`config.mk`:
```
export PLATFORM = sky130hd
export DESIGN_NAME = bo_job_arbiter
export DESIGN_NICKNAME = d
export VERILOG_FILES = /design/src/rtl/bo_job_arbiter.sv
export SDC_FILE = /design/constraint.sdc
export NUM_CORES = 1
export LEC_CHECK = 0
export BUFFER_PORTS_ARGS = -buffer_cell sky130_fd_sc_hd__buf_4
export CORE_ASPECT_RATIO = 0.8
export CORE_MARGIN = 2
export CORE_UTILIZATION = 48
export CTS_CLUSTER_SIZE = 24
export DETAILED_ROUTE_END_ITERATION = 10
export GPL_TIMING_DRIVEN = 0
export PLACE_DENSITY = 0.81
export SYNTH_ARGS = -nofsm -noshare
export SYNTH_HDL_FRONTEND = slang
export SYNTH_SLANG_ARGS = --single-unit
```
`constraint.sdc`:
```
create_clock -name clk -period 4.9 [get_ports clk]
set_input_delay 1.47 -clock clk [delete_from_list [all_inputs] [get_ports clk]]
set_output_delay 1.47 -clock clk [all_outputs]
set_load 0.03 [all_outputs]
```
`src/rtl/bo_job_arbiter.sv`:
```
`default_nettype none
// ============================================================================
// Module      : bo_job_arbiter
// Description : Round-robin arbiter/sequencer sharing one compute unit among
//               N requesters. Optional abort-on-timeout via BO_ARB_TIMEOUT_EN.
// Revision    : 1.0 - initial release
// ============================================================================
module bo_job_arbiter #(
    parameter int N       = 4,
    parameter int WIDTH   = 8,
    parameter int TIMEOUT = 255
) (
    input  logic               clk,
    input  logic               rst,
    input  logic [N-1:0]       req,
    input  logic [N*WIDTH-1:0] operand,
    output logic [N-1:0]       ack,
    output logic [WIDTH-1:0]   result,
    output logic               err,
    output logic               busy,
    output logic [WIDTH-1:0]   unit_a,
    output logic               unit_start,
    input  logic               unit_done,
    input  logic [WIDTH-1:0]   unit_result
);

    localparam int IW = (N > 1) ? $clog2(N) : 1;
    localparam logic [IW:0] c_N = (IW + 1)'(N);

    if (N < 2 || N > 8 || TIMEOUT < 1) begin : g_param_check
        $error("bo_job_arbiter: illegal parameter combination");
    end

    typedef enum logic [2:0] {
        S_IDLE    = 3'd0,
        S_LOAD    = 3'd1,
        S_START   = 3'd2,
        S_BUSY    = 3'd3,
        S_DELIVER = 3'd4
    } state_t;

    state_t           r_state, w_next;
    logic [IW-1:0]    r_ptr, r_gidx;
    logic [WIDTH-1:0] r_unit_a, r_result;
    logic [N-1:0]     r_ack;
    logic             w_timeout;

    logic [2*N-1:0]   w_dbl;
    logic [N-1:0]     w_rot;
    logic [IW-1:0]    w_off, w_sel;
    logic [IW:0]      w_sum;
    logic             w_found;
    logic [WIDTH-1:0] w_opnd;
    logic [N-1:0]     w_onehot;

    // Rotate requests so that bit 0 is the requester at ptr, then take the lowest set bit.
    always_comb begin
        w_dbl   = {req, req} >> r_ptr;
        w_rot   = w_dbl[N-1:0];
        w_off   = '0;
        w_found = |w_rot;
        for (int k = N - 1; k >= 0; k--) begin
            if (w_rot[k]) w_off = IW'(k);
        end
        w_sum = {1'b0, r_ptr} + {1'b0, w_off};
        w_sel = (w_sum >= c_N) ? IW'(w_sum - c_N) : w_sum[IW-1:0];
    end

    always_comb begin
        w_opnd   = '0;
        w_onehot = '0;
        for (int k = 0; k < N; k++) begin
            if (w_sel == IW'(k)) w_opnd = operand[k*WIDTH +: WIDTH];
            w_onehot[k] = (r_gidx == IW'(k));
        end
    end

    always_ff @(posedge clk) begin
        if (rst) r_state <= S_IDLE;
        else     r_state <= w_next;
    end

    always_comb begin
        w_next = r_state;
        case (r_state)
            S_IDLE:    if (w_found) w_next = S_LOAD;
            S_LOAD:    w_next = S_START;
            S_START:   w_next = S_BUSY;
            S_BUSY:    if (unit_done || w_timeout) w_next = S_DELIVER;
            S_DELIVER: w_next = S_IDLE;
            default:   w_next = S_IDLE;
        endcase
    end

    // ack/result are loaded on the BUSY exit so they are valid exactly during DELIVER.
    always_ff @(posedge clk) begin
        if (rst) begin
            r_ptr    <= '0;
            r_gidx   <= '0;
            r_unit_a <= '0;
            r_result <= '0;
            r_ack    <= '0;
        end else begin
            r_ack    <= '0;
            r_result <= '0;
            case (r_state)
                S_IDLE: begin
                    if (w_found) begin
                        r_gidx   <= w_sel;
                        r_unit_a <= w_opnd;
                    end
                end
                S_BUSY: begin
                    if (unit_done) begin
                        r_ack    <= w_onehot;
                        r_result <= unit_result;
                    end else if (w_timeout) begin
                        r_ack    <= w_onehot;
                        r_result <= '1;
                    end
                end
                S_DELIVER: begin
                    r_ptr <= (r_gidx == IW'(N - 1)) ? '0 : r_gidx + 1'b1;
                end
                default: ;
            endcase
        end
    end

`ifdef BO_ARB_TIMEOUT_EN
    localparam int CW = ($clog2(TIMEOUT + 1) > 8) ? $clog2(TIMEOUT + 1) : 8;

    logic [CW-1:0] r_cnt;
    logic          r_err;

    always_ff @(posedge clk) begin
        if (rst)                       r_cnt <= '0;
        else if (r_state == S_START)   r_cnt <= '0;
        else if (r_state == S_BUSY)    r_cnt <= r_cnt + 1'b1;
    end

    // Last permitted BUSY cycle is the one in which the count reaches TIMEOUT.
    assign w_timeout = (r_state == S_BUSY) && (r_cnt == CW'(TIMEOUT - 1));

    always_ff @(posedge clk) begin
        if (rst) r_err <= 1'b0;
        else     r_err <= w_timeout && !unit_done;
    end

    assign err = r_err;
`else
    assign w_timeout = 1'b0;
    assign err       = 1'b0;
`endif

    assign ack        = r_ack;
    assign result     = r_result;
    assign busy       = (r_state != S_IDLE);
    assign unit_a     = r_unit_a;
    assign unit_start = (r_state == S_START);

endmodule
`default_nettype wire
```
==> results.md, run 1 <==
* Setup repair after global routing missed its margin: no
* Area of the multi-input gates at just under 800 sq um
* #FFs+latches synth at 27
* Pwr Total at roughly 0.00053 W
* PostCTS Resize Cnt at 0
* Total gr overflow at 0
* Hold Fails Final Rpt at 0
* Result of the run: finished clean
* Final standard cell utilization of the core at 71.8%
* Placer's final routability congestion estimate at 0.745
* Vias per Instance at 5.04
* Hold/Removal Path Class: register to register
* Slew of the pin with the lowest slew margin at 669 ps
* Critical path start-end classification: input pin to register
* Total Routed Length at 3350 um
* Layout cells sized above 1 at 41.7%
* H-tree lvl count at 1
* Overall die height at 52.5 um
* FMAX at roughly 270 MHz
* Die span in x at 64.6 um
* Detailed-router iteration count before antenna repair at 4
* Number of placed I/O pins at 70
* Total power density per cell area at 263 nW/um^2
* Endpoint type of the worst setup path: register
* Sequential area share after synthesis at 38.4%
* Worst-case register-to-register setup slack at 2080 ps
* Initial standard-cell utilization of the core at between 50% and 60%
* Synthesized cell area at 1410 sq um
* Number of buffers created by CTS at 3
* Number of filler instances in the final layout at 236
* Total routing usage reported by global routing at between 20% and 30%
* Synthesized netlist cell count at 146
* Count of flip-flops with a built-in enable after synthesis at 0
* Antenna violations before repair at 0
* Startpoint kind of the worst setup timing path: input pin
* Clock transition at the register clock pins on the worst setup and hold paths after CTS at 90 ps
* Wire length of the first global-routing pass at around 5400 um
* Leakage at slightly above 0.9 nW
* # Max-Cap Violations at 0
* Detail Placement HPWL at 2700 um
* Final routed DRC violation total at 0
* Placeable core area at 2790 sq um
* Total area of sequential cells at 541 sq um
* Endpoints failing setup at 0
* Setup Buffers After CTS at 0
* Yosys top cell area share at between 30% and 40%
* Worst reg2reg path depth at 9
* Synthesized net count at 198
* Dominant synthesized flop cell: sky130_fd_sc_hd__dfxtp_1
* Wirelength per Cell at 13.2 um
* Number of inserted diodes at 0
* Endpoint of the most critical setup path: unit_a[1]
* Maximum fanout along the worst path at 10
* Area of the die at 3390 sq um
* Via count of the first global-routing pass at 1235
* CTS tree: yes
* Maximum clock insertion buffer count at 2
* Dpl cell area at between 1500 and 2000 sq um
* Worst-Skew Late Latency at roughly 270 ps
* Yosys warning total at 0
* Cell type with the highest aggregate area in the netlist: sky130_fd_sc_hd__dfxtp_1
* Area added between synthesis and finish at 42.0%
* Via count of the routed design at 1280
* Placement row count at 17
* TNS Setup at 0 ps
* Worst setup path start: req[2]
* Share of the clock period used by the worst path at 74.3%
* Launching point of the worst reg2reg path: r_ptr[0]
* Max Slew Vio Count at 0
* Per-instance average area after synthesis at 9.65 sq um
* Clock root buffer master: sky130_fd_sc_hd__clkbuf_8
* Top post-synthesis cells by area: sky130_fd_sc_hd__dfxtp_1, sky130_fd_sc_hd__mux2i_1, sky130_fd_sc_hd__and2_1, sky130_fd_sc_hd__ha_1, sky130_fd_sc_hd__mux2_2
* Sinks on the clock net at 27
* Minimum hold slack at 494 ps
* Hold bufs inserted after CTS at 0
* First-iteration detailed-routing DRC count at 16
* Worst EP arrival at roughly 3900 ps
* Net count reported at finish at 269
* # port buffers at 66
* Worst slew slack as a fraction of its limit at 55.4%
* Post-layout minimum cycle time at approximately 3600 ps
* Asr flop ratio synth at 0%
* Area of all placed cells without fillers at 2000 sq um
* Critical path data required time at 5110 ps
* Maximum resistive drop on vdd at ~0.15 mV
* Number of distinct library cell variants in the gate-level netlist after synthesis at 41
* Clock skew after layout at 4.14 ps
* Routed Antenna Nets at 0
* Reg2reg end: unit_a[1]
* Pin count of the biggest net entering global routing at 17
==> per-layer routing <==
metal	vias up	track usage [%]	routed length [um]
met5	-	0	0
met4	0	4.26	28
met3	4	5.16	216
met2	40	38.5	1650
met1	584	24.5	1460
li1	652	-	-
==> critical path: stages <==
cell and delay, ps:
sky130_fd_sc_hd__buf_2 140, sky130_fd_sc_hd__or4_2 650, sky130_fd_sc_hd__o211ai_1 140, sky130_fd_sc_hd__ha_1 150, sky130_fd_sc_hd__buf_2 170, sky130_fd_sc_hd__clkbuf_1 540
sky130_fd_sc_hd__mux2i_1 180, sky130_fd_sc_hd__mux2_2 300, sky130_fd_sc_hd__o21ai_1 110
==> logic make-up (layout without fill, tap and decap cells) <==
kind of cell | after synthesis | count (layout) | share of synthesized area, %
other | 1 | 1 | 0.266
AOI/OAI and AO/OA | 24 | 24 | 11.9
DFF | 27 | 27 | 38.4
adders and majority gates | 5 | 5 | 4.44
buffers and inverters | 16 | 86 | 6.04
and+or+nand+nor | 51 | 51 | 20.2
xor gates and xnor gates | 3 | 3 | 2.93
muxes | 19 | 19 | 15.8
==> registers in the layout, indices dropped and copies added (netlist names) <==
signal / count
ack: 4
unit_a: 8
r_state: 3
r_ptr: 2
result: 8
r_gidx: 2
==> cell type report <==
class	instances	area share [%]
multi-input combinational	103	39.1
sequential	27	27.0
timing repair buffer	66	24.8
buffer	9	2.94
tap	38	2.38
clock buffer	3	2.06
inverter	7	1.31
clock inverter	1	0.375
==> synth_stat cells (2+ instances only) <==
| master | n |
|---|---|
| sky130_fd_sc_hd__nand2_1 | 4 |
| sky130_fd_sc_hd__or2_2 | 2 |
| sky130_fd_sc_hd__mux2_2 | 5 |
| sky130_fd_sc_hd__and2_1 | 12 |
| sky130_fd_sc_hd__nand3b_1 | 5 |
| sky130_fd_sc_hd__a21oi_1 | 7 |
| sky130_fd_sc_hd__buf_2 | 3 |
| sky130_fd_sc_hd__o21ai_1 | 4 |
| sky130_fd_sc_hd__nor3b_1 | 2 |
| sky130_fd_sc_hd__mux4_2 | 2 |
| sky130_fd_sc_hd__nor2_1 | 11 |
| sky130_fd_sc_hd__mux2i_1 | 11 |
| sky130_fd_sc_hd__inv_1 | 7 |
| sky130_fd_sc_hd__nand2b_1 | 2 |
| sky130_fd_sc_hd__ha_1 | 5 |
| sky130_fd_sc_hd__a21o_1 | 2 |
| sky130_fd_sc_hd__or3_1 | 2 |
| sky130_fd_sc_hd__nand3_1 | 3 |
| sky130_fd_sc_hd__o32ai_1 | 2 |
| sky130_fd_sc_hd__nor3_1 | 5 |
| sky130_fd_sc_hd__dfxtp_1 | 27 |
| sky130_fd_sc_hd__o211ai_1 | 2 |
| sky130_fd_sc_hd__clkbuf_1 | 3 |
==> cells in the final DEF, fill, tap and decap left out, types with 2 or more instances in the layout <==
cell type | Yosys | routed
sky130_fd_sc_hd__buf_4 | 1 | 67
sky130_fd_sc_hd__a21oi_1 | 7 | 7
sky130_fd_sc_hd__o32ai_1 | 2 | 2
sky130_fd_sc_hd__inv_1 | 7 | 7
sky130_fd_sc_hd__mux2_2 | 5 | 5
sky130_fd_sc_hd__buf_2 | 3 | 3
sky130_fd_sc_hd__a21o_1 | 2 | 2
sky130_fd_sc_hd__nor2_1 | 11 | 11
sky130_fd_sc_hd__nand3_1 | 3 | 3
sky130_fd_sc_hd__or3_1 | 2 | 2
sky130_fd_sc_hd__mux4_2 | 2 | 2
sky130_fd_sc_hd__ha_1 | 5 | 5
sky130_fd_sc_hd__nor3_1 | 5 | 5
sky130_fd_sc_hd__and2_1 | 12 | 12
sky130_fd_sc_hd__mux2i_1 | 11 | 11
sky130_fd_sc_hd__clkbuf_8 | 1 | 4
sky130_fd_sc_hd__clkbuf_1 | 3 | 3
sky130_fd_sc_hd__nand2b_1 | 2 | 2
sky130_fd_sc_hd__o21ai_1 | 4 | 4
sky130_fd_sc_hd__nor3b_1 | 2 | 2
sky130_fd_sc_hd__o211ai_1 | 2 | 2
sky130_fd_sc_hd__or2_2 | 2 | 2
sky130_fd_sc_hd__nand3b_1 | 5 | 5
sky130_fd_sc_hd__dfxtp_1 | 27 | 27
sky130_fd_sc_hd__nand2_1 | 4 | 4
==> stage by stage <==
stage               setup slack (ps)  cells
global placement                1070    250
detailed placement               958    250
global route                    1100    254
finish                          1260    254
CTS                             1250    254
floorplan                       1260    146
==> worst min path at each step <==
stage / from / cells past startpoint / endpoint / slack (ps)
2_1_floorplan: r_gidx[0] / 2 / r_gidx[0] / 480
3_3_place_gp: unit_a[1] / 2 / unit_a[1] / 470
3_5_place_dp: unit_a[4] / 2 / unit_a[4] / 480
4_1_cts: unit_a[4] / 2 / unit_a[4] / 500
5_1_grt: unit_a[4] / 2 / unit_a[4] / 520
6_report: unit_a[4] / 2 / unit_a[4] / 490
==> where the power goes <==
| group | internal, W | leakage [nW] | switching [W] |
|---|---|---|---|
| registers | 0.000233 | 0.220 | 0.00000944 |
| logic | 0.0000765 | 0.690 | 0.0000794 |
| clock network | 0.0000577 | 0.0217 | 0.0000702 |
| total | 0.000368 | 0.931 | 0.000159 |
No activity file was read; power rests on OpenSTA's default activity.
==> run 2, diff against run 1 <==
--- a/config.mk
+++ b/config.mk
@@ -8,11 +8,11 @@
 export BUFFER_PORTS_ARGS = -buffer_cell sky130_fd_sc_hd__buf_4
 export CORE_ASPECT_RATIO = 0.8
 export CORE_MARGIN = 2
-export CORE_UTILIZATION = 48
+export CORE_UTILIZATION = 41
 export CTS_CLUSTER_SIZE = 24
 export DETAILED_ROUTE_END_ITERATION = 10
 export GPL_TIMING_DRIVEN = 0
-export PLACE_DENSITY = 0.81
+export PLACE_DENSITY = 0.74
 export SYNTH_ARGS = -nofsm -noshare
 export SYNTH_HDL_FRONTEND = slang
 export SYNTH_SLANG_ARGS = --single-unit
==> constraint.sdc (replaced) <==
create_clock -name clk -period 2.96 [get_ports clk]
set_input_delay 0.888 -clock clk [delete_from_list [all_inputs] [get_ports clk]]
set_output_delay 0.888 -clock clk [all_outputs]
set_load 0.03 [all_outputs]
==> run 2 against run 1 <==
  * Critical path depth down 1
  * Total power up 64%
  * Via count up 2.3%
  * Core utilization down 11 points
  * Wire length up 2.6%
  * Cell area up 1.7%
  * Non-clock buffer count unchanged
  * Setup slack worse by 1200 ps
  * Clock power up 59%
  * Cell count up 1.6%
==> results.md, run 2 (synthesized netlist as in run 1, its figures left out) <==
* Result of the run: finished clean (unchanged)
* Startpoint kind of the worst setup timing path: input pin (unchanged)
* Worst setup path start: req[2] (unchanged)
* Post-layout minimum cycle time at approximately 2900 ps
* Final routed DRC violation total at 0 (unchanged)
* Switching power share of the total at 29.5% (was 30.2%)
* Number of inserted diodes at 0 (unchanged)
* FMAX at 351 MHz
* Delay contributed by the slowest stage of the critical path at 650 ps (about the same)
* H-tree lvl count at 1 (unchanged)
* Sequential group share of total power at 46.6% (was 46.1%)
* Placeable core area at 3350 sq um (was 2790 sq um)
* Area of all placed cells without fillers at 2030 sq um (was 2000 sq um)
* Area of the die at 3920 sq um (was 3390 sq um)
* Maximum clock insertion buffer count at 2 (unchanged)
* Die span in x at 69.5 um (was 64.6 um)
* CTS tree: yes (unchanged)
* Wire length of the first global-routing pass at 5720 um (was 5430 um)
* Number of buffers created by CTS at 3 (unchanged)
* Slew of the pin with the lowest slew margin at 591 ps (was 669 ps)
* Placement row count at 19 (was 17)
* Worst-Skew Late Latency at 270 ps (about the same)
* Initial standard-cell utilization of the core at 42.0% (was 50.6%)
* Pin count of the biggest net entering global routing at 17 (unchanged)
* Hold Fails Final Rpt at 0 (unchanged)
* Max Slew Vio Count at 0 (unchanged)
* Overall die height at 56.4 um (was 52.5 um)
* Critical path data required time at 3120 ps (was 5110 ps)
* Total gr overflow at 0 (unchanged)
* Cell Chain, Critical Path: buf_6 -> or4_2 -> o211ai_1 -> ha_2 -> xnor2_4 -> xor2_2 -> mux4_2 -> a21o_1 (was buf_2 -> or4_2 -> o211ai_1 -> ha_1 -> buf_2 -> clkbuf_1 -> mux2i_1 -> mux2_2 -> o21ai_1)
* Combinational share of power at 29.9% (was 29.6%)
* Dpl cell area at 1990 sq um (was 1950 sq um)
* Minimum hold slack at 490 ps (was 494 ps)
* Reg2reg end: unit_a[6] (was unit_a[1])
* Post-Place Setup Slack at -248 ps (was 958 ps)
* Critical path start-end classification: input pin to register (unchanged)
* Slowest stage cell, crit path: sky130_fd_sc_hd__or4_2 (unchanged)
* # port buffers at 66 (unchanged)
* Total routing usage reported by global routing at 17.9% (was 20.8%)
* Worst slew slack as a fraction of its limit at 60.2% (was 55.4%)
* Detail Placement HPWL at 2790 um (was 2700 um)
* Total power density per cell area at 425 nW/um^2 (was 263 nW/um^2)
* Worst EP arrival at 3010 ps (was 3850 ps)
* Clock skew after layout at 6.05 ps (was 4.14 ps)
* Worst Hold End: unit_a[1] (was unit_a[4])
* Launching point of the worst reg2reg path: r_ptr[0] (unchanged)
* Wirelength per Cell at 13.3 um (was 13.2 um)
* Setup Buffers After CTS at 0 (unchanged)
* Worst hold path cell count at 2 (unchanged)
* Top library cells by usage in the layout, fill and taps aside: sky130_fd_sc_hd__buf_4, sky130_fd_sc_hd__dfxtp_1, sky130_fd_sc_hd__and2_1 (unchanged)
* Startpoint of the most critical hold path: unit_a[1] (was unit_a[4])
* Clock root buffer master: sky130_fd_sc_hd__clkbuf_8 (unchanged)
* Clock network fraction of design power at 23.5% (was 24.3%)
* Worst-case register-to-register setup slack at 320 ps (was 2080 ps)
* TNS Setup at 0 ps (unchanged)
* Maximum resistive drop on vdd at 0.210 mV (was 0.147 mV)
* Area added between synthesis and finish at 44.4% (was 42.0%)
* # Max-Cap Violations at 0 (unchanged)
* Vias per Instance at 5.08 (was 5.04)
* Routed Antenna Nets at 0 (unchanged)
* Net count reported at finish at 269 (unchanged)
* Sinks on the clock net at 27 (unchanged)
* Worst-case setup margin in the final layout at 109 ps (was 1260 ps)
* Number of filler instances in the final layout at 299 (was 236)
* Antenna violations before repair at 0 (unchanged)
* Layout cells sized above 1 at 43.1% (was 41.7%)
* Leakage at 0.937 nW (was 0.931 nW)
* Setup repair after global routing missed its margin: no (unchanged)
* Share of the clock period used by the worst path at 96.3%
* Via count of the routed design at 1310 (was 1280)
* Endpoints failing setup at 0 (unchanged)
* Sw Pwr at 0.000255 W (was 0.000159 W)
* Via count of the first global-routing pass at 1313 (was 1235)
* First-iteration detailed-routing DRC count at 24 (was 16)
* Number of placed I/O pins at 70 (unchanged)
* Placer's final routability congestion estimate at 0.794 (was 0.745)
* Hold/Removal Path Class: register to register (unchanged)
* Total Routed Length at 3440 um (was 3350 um)
* Clock transition at the register clock pins on the worst setup and hold paths after CTS at 80 ps (was 90 ps)
* Maximum fanout along the worst path at 9 (was 10)
* Most common cell after layout, fill and taps aside: sky130_fd_sc_hd__buf_4 (unchanged)
* Detailed-router iteration count before antenna repair at 4 (unchanged)
* Endpoint type of the worst setup path: register (unchanged)
* Internal power at 0.000610 W (was 0.000368 W)
* Worst reg2reg path depth at 8 (was 9)
* Placed Cells incl. Taps at 254 (was 250)
* Cell Count, Final, Fillers Out at 258 (was 254)
## run 2: cell count changes in the layout (fill, tap and decap cells not counted)
| cell | delta |
|---|---|
| sky130_fd_sc_hd__buf_6 | +1 |
| sky130_fd_sc_hd__xnor2_4 | +1 |
| sky130_fd_sc_hd__ha_1 | -1 |
| sky130_fd_sc_hd__clkbuf_1 | -1 |
| sky130_fd_sc_hd__ha_2 | +1 |
| sky130_fd_sc_hd__xnor2_1 | -1 |
## run 2: area by class of cell
class                   instances  area [sq um]  share of cell area, %
well taps                      42          52.6                   2.58
flip-flops and latches         27           541                   26.6
inverters                       7          26.3                   1.29
repair buffers                 66           495                   24.4
multi-input cells             103           805                   39.5
clock inverters                 1          7.51                  0.369
plain buffers                   9          66.3                   3.26
clock buffers                   3          41.3                   2.03
## run 2: critical path: cells and delay by family
family	cells	cell delay [ps]
simple gates	1	650
xor+xnor	2	430
mux	1	360
compound gates	2	300
fa+ha+maj	1	260
buf+inv	1	110
## run 2: worst max path at each step
stage | endpoint | slack, ps | depth (start not counted)
finish | unit_a[6] | 110 | 8
global route | unit_a[4] | 20 | 9
CTS | unit_a[4] | 40 | 9
detailed placement | unit_a[4] | -250 | 9
global placement | unit_a[4] | -120 | 9
floorplan | unit_a[0] | 4 | 9
## run 2: repair_timing
item | 4_1_cts | 5_1_grt
endpoints found under the setup margin | 0 | 3
gates resized for setup | 0 | 1
hold buffers | 0 | 0
## run 2: power by group through the flow
stage	Combinational [W]	Sequential, W	Clock, W
after CTS	0.000261	0.000403	0.000210
after floorplan	0.000124	0.000441	0
after global routing	0.000281	0.000406	0.000226
final	0.000258	0.000403	0.000203
after detailed placement	0.000260	0.000412	0
after global placement	0.000251	0.000410	0
## run 2: layer usage
metal | GRT usage [%] | wire length [um] | vias up
li1 | - | - | 649
met1 | 20.0 | 1460 | 627
met2 | 34.6 | 1810 | 34
met3 | 3.77 | 172 | 0
met4 | 4.20 | 0 | 0
met5 | 0 | 0 | -
## run 2: through the flow
step | utilization, % | total power, W
detailed placement | 59.2 | 0.000672
global route | 60.7 | 0.000913
CTS | 60.7 | 0.000875
global placement | 59.2 | 0.000661
finish | 60.7 | 0.000865
floorplan | - | 0.000565
